## src/rtl/decoder_scan_pkg.sv

```systemverilog
// Shared types and helpers for the decoder_scan block and its prescaler.
//   mode_t : select-input decode or one of the three auto-sequencing modes
//   dir_t  : travel direction used by the bounce sequencer
//   cnt_width() : counter width needed to count 0..div-1 (at least 1 bit)
package decoder_scan_pkg;

  typedef enum logic [1:0] {
    MODE_DIRECT    = 2'd0,
    MODE_SCAN_UP   = 2'd1,
    MODE_SCAN_DOWN = 2'd2,
    MODE_BOUNCE    = 2'd3
  } mode_t;

  typedef enum logic {
    DIR_UP   = 1'b0,
    DIR_DOWN = 1'b1
  } dir_t;

  function automatic int unsigned cnt_width(input int unsigned div);
    return (div > 32'd1) ? $clog2(div) : 32'd1;
  endfunction

endpackage

```

## src/rtl/tick_gen.sv

```systemverilog
// Reusable prescaler: emits a one-cycle tick every DIV enabled clock cycles.
//   clk   : system clock
//   reset : synchronous, active-high; clears count and tick
//   en    : count enable; low clears the count and holds tick low
//   tick  : registered pulse, high on the cycle the count wraps to 0
module tick_gen
  import decoder_scan_pkg::*;
#(
  parameter int unsigned DIV = 25_000_000
) (
  input  logic clk,
  input  logic reset,
  input  logic en,
  output logic tick
);

  localparam int unsigned     CW   = cnt_width(DIV);
  localparam logic [CW-1:0]   LAST = CW'(DIV - 32'd1);

  logic [CW-1:0] count_r;
  logic          tick_r;

  assign tick = tick_r;

  // Prescaler counter; the tick is registered alongside the wrap so it
  // lines up with the cycle the count reads 0. DIV=1 ticks every cycle.
  always_ff @(posedge clk) begin
    if (reset) begin
      count_r <= {CW{1'b0}};
      tick_r  <= 1'b0;
    end else if (!en) begin
      count_r <= {CW{1'b0}};
      tick_r  <= 1'b0;
    end else if (count_r == LAST) begin
      count_r <= {CW{1'b0}};
      tick_r  <= 1'b1;
    end else begin
      count_r <= count_r + CW'(1);
      tick_r  <= 1'b0;
    end
  end

endmodule

```

## src/rtl/decoder_scan.sv

```systemverilog
// Registered one-hot decoder with auto-sequencing (scan up/down, bounce).
//   clk   : system clock
//   reset : synchronous, active-high; dominates every other input
//   en    : output enable; low forces y to zero and freezes sequencing
//   mode  : 0=DIRECT, 1=SCAN_UP, 2=SCAN_DOWN, 3=BOUNCE
//   sel   : decode value in DIRECT, preload value on load
//   load  : single-cycle strobe, idx <= sel (works even with en low)
//   y     : registered one-hot (or zero) output
//   idx   : registered active index
//   tick  : one-cycle prescaler wrap pulse
module decoder_scan
  import decoder_scan_pkg::*;
#(
  parameter int unsigned SEL_W    = 4,
  parameter int unsigned OUT_W    = 2**SEL_W,
  parameter int unsigned TICK_DIV = 25_000_000
) (
  input  logic             clk,
  input  logic             reset,
  input  logic             en,
  input  logic [1:0]       mode,
  input  logic [SEL_W-1:0] sel,
  input  logic             load,
  output logic [OUT_W-1:0] y,
  output logic [SEL_W-1:0] idx,
  output logic             tick
);

  localparam logic [SEL_W-1:0] IDX_MAX = {SEL_W{1'b1}};
  localparam logic [SEL_W-1:0] IDX_ONE = SEL_W'(1);

  logic [SEL_W-1:0] idx_r;
  logic [SEL_W-1:0] idx_next_s;
  logic [OUT_W-1:0] y_r;
  logic [OUT_W-1:0] y_next_s;
  dir_t             dir_r;
  dir_t             dir_next_s;
  mode_t            mode_s;
  logic             tick_s;

  assign mode_s = mode_t'(mode);
  assign y      = y_r;
  assign idx    = idx_r;
  assign tick   = tick_s;

  tick_gen #(
    .DIV (TICK_DIV)
  ) u_tick_gen (
    .clk   (clk),
    .reset (reset),
    .en    (en),
    .tick  (tick_s)
  );

  // Next index/direction: load beats any mode action; with en low only
  // load can move idx. tick is already held low by the prescaler when en
  // is low, but DIRECT does not use tick, hence the explicit en gate.
  always_comb begin
    idx_next_s = idx_r;
    dir_next_s = dir_r;
    if (load) begin
      idx_next_s = sel;
    end else if (!en) begin
      idx_next_s = idx_r;
    end else begin
      case (mode_s)
        MODE_DIRECT: begin
          idx_next_s = sel;
        end
        MODE_SCAN_UP: begin
          if (tick_s) begin
            idx_next_s = idx_r + IDX_ONE;
          end else begin
            idx_next_s = idx_r;
          end
        end
        MODE_SCAN_DOWN: begin
          if (tick_s) begin
            idx_next_s = idx_r - IDX_ONE;
          end else begin
            idx_next_s = idx_r;
          end
        end
        MODE_BOUNCE: begin
          // Endpoints turn around immediately so each end shows for one step.
          if (!tick_s) begin
            idx_next_s = idx_r;
          end else if (dir_r == DIR_UP) begin
            if (idx_r == IDX_MAX) begin
              idx_next_s = IDX_MAX - IDX_ONE;
              dir_next_s = DIR_DOWN;
            end else begin
              idx_next_s = idx_r + IDX_ONE;
            end
          end else begin
            if (idx_r == {SEL_W{1'b0}}) begin
              idx_next_s = IDX_ONE;
              dir_next_s = DIR_UP;
            end else begin
              idx_next_s = idx_r - IDX_ONE;
            end
          end
        end
        default: begin
          idx_next_s = idx_r;
        end
      endcase
    end
  end

  // One-hot decode of the index that is about to be registered.
  always_comb begin
    y_next_s = {OUT_W{1'b0}};
    if (en) begin
      y_next_s = OUT_W'(1) << idx_next_s;
    end else begin
      y_next_s = {OUT_W{1'b0}};
    end
  end

  // Sequencer state and registered output.
  always_ff @(posedge clk) begin
    if (reset) begin
      idx_r <= {SEL_W{1'b0}};
      dir_r <= DIR_UP;
      y_r   <= {OUT_W{1'b0}};
    end else begin
      idx_r <= idx_next_s;
      dir_r <= dir_next_s;
      y_r   <= y_next_s;
    end
  end

endmodule

```

## config.mk

```make
export PLATFORM = sky130hd
export DESIGN_NAME = decoder_scan
export DESIGN_NICKNAME = d
export VERILOG_FILES = /design/src/rtl/decoder_scan_pkg.sv /design/src/rtl/tick_gen.sv /design/src/rtl/decoder_scan.sv
export SDC_FILE = /design/constraint.sdc
export NUM_CORES = 1
export LEC_CHECK = 0
export BUFFER_PORTS_ARGS = -buffer_cell sky130_fd_sc_hd__buf_2
export CAP_MARGIN = 10
export CORE_UTILIZATION = 50
export CTS_CLUSTER_DIAMETER = 60
export DETAILED_ROUTE_END_ITERATION = 8
export PLACE_DENSITY = 0.73
export SETUP_SLACK_MARGIN = 0.3
export SYNTH_ARGS = -nofsm -noshare
export SYNTH_HDL_FRONTEND = slang
export SYNTH_HIERARCHICAL = 1
export SYNTH_SLANG_ARGS = --single-unit
```

## constraint.sdc

```tcl
create_clock -name clk -period 2.05 [get_ports clk]
set_input_delay 0.1025 -clock clk [delete_from_list [all_inputs] [get_ports clk]]
set_output_delay 0.1025 -clock clk [all_outputs]
set_load 0.02 [all_outputs]
```

# Yosys cells after proc, flatten, opt, wreduce, memory -nomap -nowiden
# Index checks and enable logic that the tools add are counted.
totals:
  input_bits: 10
  latch_bits: 0
  memories: 0
  rom_bits: 0
  ff_bits: 47
  word_cells: 34
  mem_bits_rw: 0
classes:
  bitwise_logic: 2
  shift: 1
  mux: 13
  reduce_logical: 5
  n_lt_le_gt_ge: 0
  n_eq_ne: 5
  n_addsub: 3
  div: 0
  multipliers: 0
op_table:
  columns: ["op", "n"]
  rows:
  - ["4-bit two-way mux", 8]
  - ["25-bit by 1-bit adder with 25-bit output (second input constant)", 1]
  - ["25-bit == test (second input constant)", 1]
  - ["4-bit one-hot mux with 4 select lines", 1]
  - ["1-bit by 4-bit left shift with 16-bit output (first input constant)", 1]
  - ["4-bit by 1-bit adder with 4-bit output (second input constant)", 1]
  - ["2-bit == test (second input constant)", 2]
  - ["4-bit == test (second input constant)", 1]
  - ["4-bit logical NOT", 1]
  - ["1-bit two-way mux", 4]
  - ["4-bit AND reduction", 1]
  - ["4-bit by 1-bit subtractor with 4-bit output (second input constant)", 1]
  - ["3-bit OR reduction", 1]
  - ["2-bit by 1-bit == test with 1-bit output (second input constant)", 1]
  - ["2-bit logical NOT", 1]
  - ["1-bit NOT", 2]
  - ["2-bit OR reduction", 1]

# Longest topological paths before layout
depth:
  word_depth: 8
  depth_mapped: 9
  ltp_nobuf: 7

# By module
# The synthesis kept the hierarchy.
modules_own_cells:
  columns: ["module", "cells_each", "instances", "area_per_inst_um2"]
  rows:
  - ["tick_gen", 133, 1, 1226.2]
  - ["decoder_scan", 116, 1, 1078.5]

# Worst setup path before layout
# No wires, ideal clock.
synth_timing:
  kind: "register to register"
  start: "reg idx_r[0], in the netlist idx[0]"
  end: "reg y_r[0], in the netlist y[0]"
  slack_ns: -0.054
  t_arrival_ns: 2.012
  setup_time_ns: 0.092
  path_stages_with_launch: 9
  period_less_slack_ns: 2.104
  path_buffers: 1
  cell_sequence: "dfxtp_1 -> clkbuf_2 -> inv_1 -> ha_1 -> and4b_2 -> a311o_1 -> a22oi_2 -> o211ai_4 -> nor4_1"
synth_between:
  elab_chain_cells: 8
  word_cells_on_any_way: 14
synth_rtl:
  columns: ["item", "line_no", "source"]
  rows:
  - ["start, declared", "decoder_scan.sv:32", "logic [SEL_W-1:0] idx_r;"]
  - ["start signal, assigned", "decoder_scan.sv:124", "idx_r <= {SEL_W{1'b0}};"]
  - ["start signal, assigned", "decoder_scan.sv:128", "idx_r <= idx_next_s;"]
  - ["4-bit by 1-bit adder with 4-bit output (tied with other cells)", "decoder_scan.sv:72, decoder_scan.sv:93", null]
  - ["4-bit two-way mux, on equally long branches", "decoder_scan.sv:89, decoder_scan.sv:96", null]
  - ["4-bit two-way mux", "decoder_scan.sv:88", "end else if (dir_r == DIR_UP) begin"]
  - ["4-bit two-way mux", "decoder_scan.sv:86", "if (!tick_s) begin"]
  - ["4-bit one-hot mux with 4 select lines", "decoder_scan.sv:66", "case (mode_s)"]
  - ["4-bit two-way mux *", "decoder_scan.sv:63", "end else if (!en) begin"]
  - ["4-bit two-way mux *", "decoder_scan.sv:61", "if (load) begin"]
  - ["1-bit by 4-bit left shift with 16-bit output *", "decoder_scan.sv:115", "y_next_s = OUT_W'(1) << idx_next_s;"]
  - ["end signal, assigned", "decoder_scan.sv:126", "y_r <= {OUT_W{1'b0}};"]
  - ["end signal, assigned", "decoder_scan.sv:130", "y_r <= y_next_s;"]
  - ["end, declared", "decoder_scan.sv:34", "logic [OUT_W-1:0] y_r;"]
# Mark *: on every way between the ends. The rest lies on a longest branch, timed or not.
# A chain may end at the register's enable or synchronous reset.

# Worst setup path in the final report
layout_timing:
  start: "reg idx_r[0], in the netlist idx[0]"
  end: "reg y_r[5], in the netlist y[5]"
# The elaborated chain is that of the path after synthesis.

==> results.md <==
- Unrepaired setup endpoints after global routing: true
- Antenna Nets Post-Route: 0
- Ant. Diodes: 0
- HP Class: primary input to register
- TritonCTS clock tree: done
- Synth Flop Type: dfxtp_1
- Largest net degree at the start of global routing: 26
- Row count: 24
- Placeable Area: 4380 sq um
- Synthesized Nets: approximately 260
- I/O Buffers: 30
- CP max FO: 8
- Distinct cell type count after synthesis: 53
- Reg-to-reg slack, setup: 0.24 ns
- Grt ovf: 0
- Fill count: 334
- Psw: 0.513 mW
- Async SR Flop Fraction: 0
- CTS Sinks: 47
- Critical path capture point type: register
- Vias per std cell: 6.07
- R2r endpoint: y[5]
- 1st-pass router iterations: 4
- Clk buf depth: 2
- Aggregate global-route resource usage: 0.226
- Hold Path Origin: reset
- CTS Buf Count: 5
- Placed cells: 327
- Status: complete, no violations
- Die area: 4880 sq um
- Number of global-route vias before repair: 2020
- Final setup fails: 0
- First DRT Iteration DRCs: 143
- Count of pins over their slew limit: 0
- Crit share post-route: 0.885
- Drt wl/cell: 16.6 um
- Worst Setup Start Kind: register
- Share of cells above drive strength 1: 0.395
- WHS Path Cells: 2
- Max_cap viols: 0
- Flop pwr share: 0.523
- First-pass GRT wire length: 8.90 mm
- Combinational power share: 0.163
- Post-Route WL: 5.69 mm
- Worst-Margin Slew: 0.437 ns
- Yosys reg bits: 47
- Layout Nets: 304
- Initial Utilization: 0.526
- Worst rel slew slack: 0.708
- CTS Hold Buffers Added: 0
- CTS root buffer: clkbuf_8
- Int Power: roughly 1.3 mW
- Net Sw Frac: 0.285
- Worst EP required: 2.27 ns
- Min Hold Slack: around 0.03 ns
- Synth Cell Area: 2300 sq um
- CTS H-tree depth: 2
- Die X: 69.9 um
- Worst-path clk slew: roughly 0.1 ns
- Clock power frac: 0.314
- Post-DP HPWL: 3.51 mm
- I/O pin cnt: 31
- Setup TNS Final: 0 ns
- Clock Skews: 0.0194 ns
- Final min period: around 1.8 ns
- Routed vias: roughly 2100
- Post-synthesis sequential area ratio: 0.408
- Die height: approximately 70 um
- Worst Setup Path Type: register to register
- Cells on worst reg2reg path: 6
- Worst r2r src: idx[0]
- P_leak: ~1.1 nW
- Fin util: 0.679
- Syn Inst Count: 249
- Final Hold Vio Count: 0
- Arrival @ worst endpoint: 2.04 ns
- DRC: 0
- Area Overhead vs Synth: 29.1%
- Non-Filler Instances: around 340
- Warnings, synthesis: 6
- Hold EP: idx[2]
- Power per cell area: 605 nW/um^2
- Number of flops mapped to enable cells by yosys: 0
- Routability cong.: 0.952
- Synth Area per Inst: 9.26 sq um
- Clock Latency Late Sink: ~0.32 ns
- Max Clock Freq: 551 MHz
- Initial antenna violation count: 0
- Max VDD drop: 561 uV
==> cells in the final DEF (no fill, tap or decap), types with 4 or more instances in the layout <==
cell type,n
or3_1,5
nor4_2,8
inv_1,5
buf_2,30
and4_4,4
xnor2_1,4
nand3_1,11
dfxtp_1,39
dfxtp_2,5
or4_1,5
clkbuf_8,5
nor3_2,4
xor2_1,13
o31ai_1,5
nor4_1,6
nand2_1,13
nor4_4,4
nor2_1,22
o21ai_0,7
buf_4,13
nand4_1,5
a21oi_1,11
==> power by group through the flow <==
stage	combinational, mW	sequential [mW]	clock (mW)
after floorplan	0.139	0.968	0
after global placement	0.193	0.963	0
after detailed placement	0.195	0.964	0
after CTS	0.215	0.941	0.575
after global routing	0.308	0.944	0.617
final	0.293	0.942	0.566
==> critical path, cell delays in order, from the launching register on <==
cell,delay [ns]
dfxtp_4,0.38
ha_4,0.18
nand4_4,0.11
o21ai_2,0.10
o21bai_4,0.21
a211o_4,0.42
nor4_1,0.33
==> cell type report <==
cell class | count | area [sq um] | share of cell area
Inverter | 7 | 28.8 | 0.00967
Clock buffer | 5 | 68.8 | 0.0231
Clock inverter | 3 | 17.5 | 0.00589
Tap cell | 52 | 65.1 | 0.0219
Multi-Input combinational cell | 182 | 1500 | 0.505
Sequential cell | 47 | 958 | 0.322
Timing Repair Buffer | 47 | 333 | 0.112
==> cell usage after synthesis, types with 2 or more instances <==
library cell,n,area (sq um)
xnor2_1,5,43.8
or4_1,5,37.5
o21ai_0,9,45.0
buf_6,6,67.6
o22ai_1,2,12.5
xor2_1,13,114
nand2b_1,2,12.5
inv_1,7,26.3
nor4_1,18,113
and4_1,4,35.0
nand4b_1,2,17.5
a22o_1,2,17.5
a211o_1,3,26.3
or3_1,5,31.3
o21ai_1,2,10.0
a211oi_2,2,25.0
o31ai_1,5,37.5
nor2b_1,2,12.5
nor3_1,4,20.0
dfxtp_1,47,941
nor2_1,22,82.6
and4_4,2,22.5
nand2_1,14,52.6
buf_2,5,25.0
a21oi_1,11,55.1
ha_1,4,50.1
nand3_1,12,60.1
and3_1,4,25.0
o21bai_1,2,15.0
nand4_1,5,31.3
==> through the flow <==
stage	cell area [sq um]	setup slack (ns)	power, mW
2_1_floorplan	2370	0.238	1.11
3_3_place_gp	2550	0.198	1.16
3_5_place_dp	2550	0.112	1.16
4_1_cts	2710	0.224	1.73
5_1_grt	2980	0.179	1.87
6_report	2980	0.235	1.80
==> how the worst max path moves through the flow <==
stage | from | to
after floorplan | idx[0] | y[14]
after global placement | idx[0] | y[5]
after detailed placement | idx[0] | y[2]
after CTS | idx[0] | y[6]
after global routing | idx[0] | y[11]
final | idx[0] | y[5]
==> cell families (layout without fill, tap and decap cells) <==
logic type | after synthesis | in the layout | share of synthesized area
XOR/XNOR | 18 | 18 | 0.0684
adder cells (fa/ha/maj) | 4 | 4 | 0.0217
AO/OA/AOI/OAI | 49 | 49 | 0.161
flip-flops | 47 | 47 | 0.408
AND/OR/NAND/NOR | 111 | 111 | 0.283
buffers and inverters | 20 | 62 | 0.0570
==> registers in the layout, indices dropped and copies added (netlist names) <==
name                flops
u_tick_gen/count_r     25
idx                     4
dir_r                   1
y                      16
u_tick_gen/tick         1
==> routing by layer <==
layer / vias to the layer above / routed length [um] / track usage
met5: - / 0 / 0
met2: 77 / 2960 / 0.382
met1: 985 / 2270 / 0.270
met3: 16 / 320 / 0.0635
met4: 0 / 136 / 0.0889
li1: 1004 / - / -
==> timing repair <==
item | 4_1_cts | 5_1_grt
pin swaps | 9 | 11
resized for setup | 14 | 40
endpoints found under the setup margin | 21 | 43
buffers inserted | 4 | 3
gates cloned | 0 | 1
Note: power is estimated with default switching activity, not from simulation.
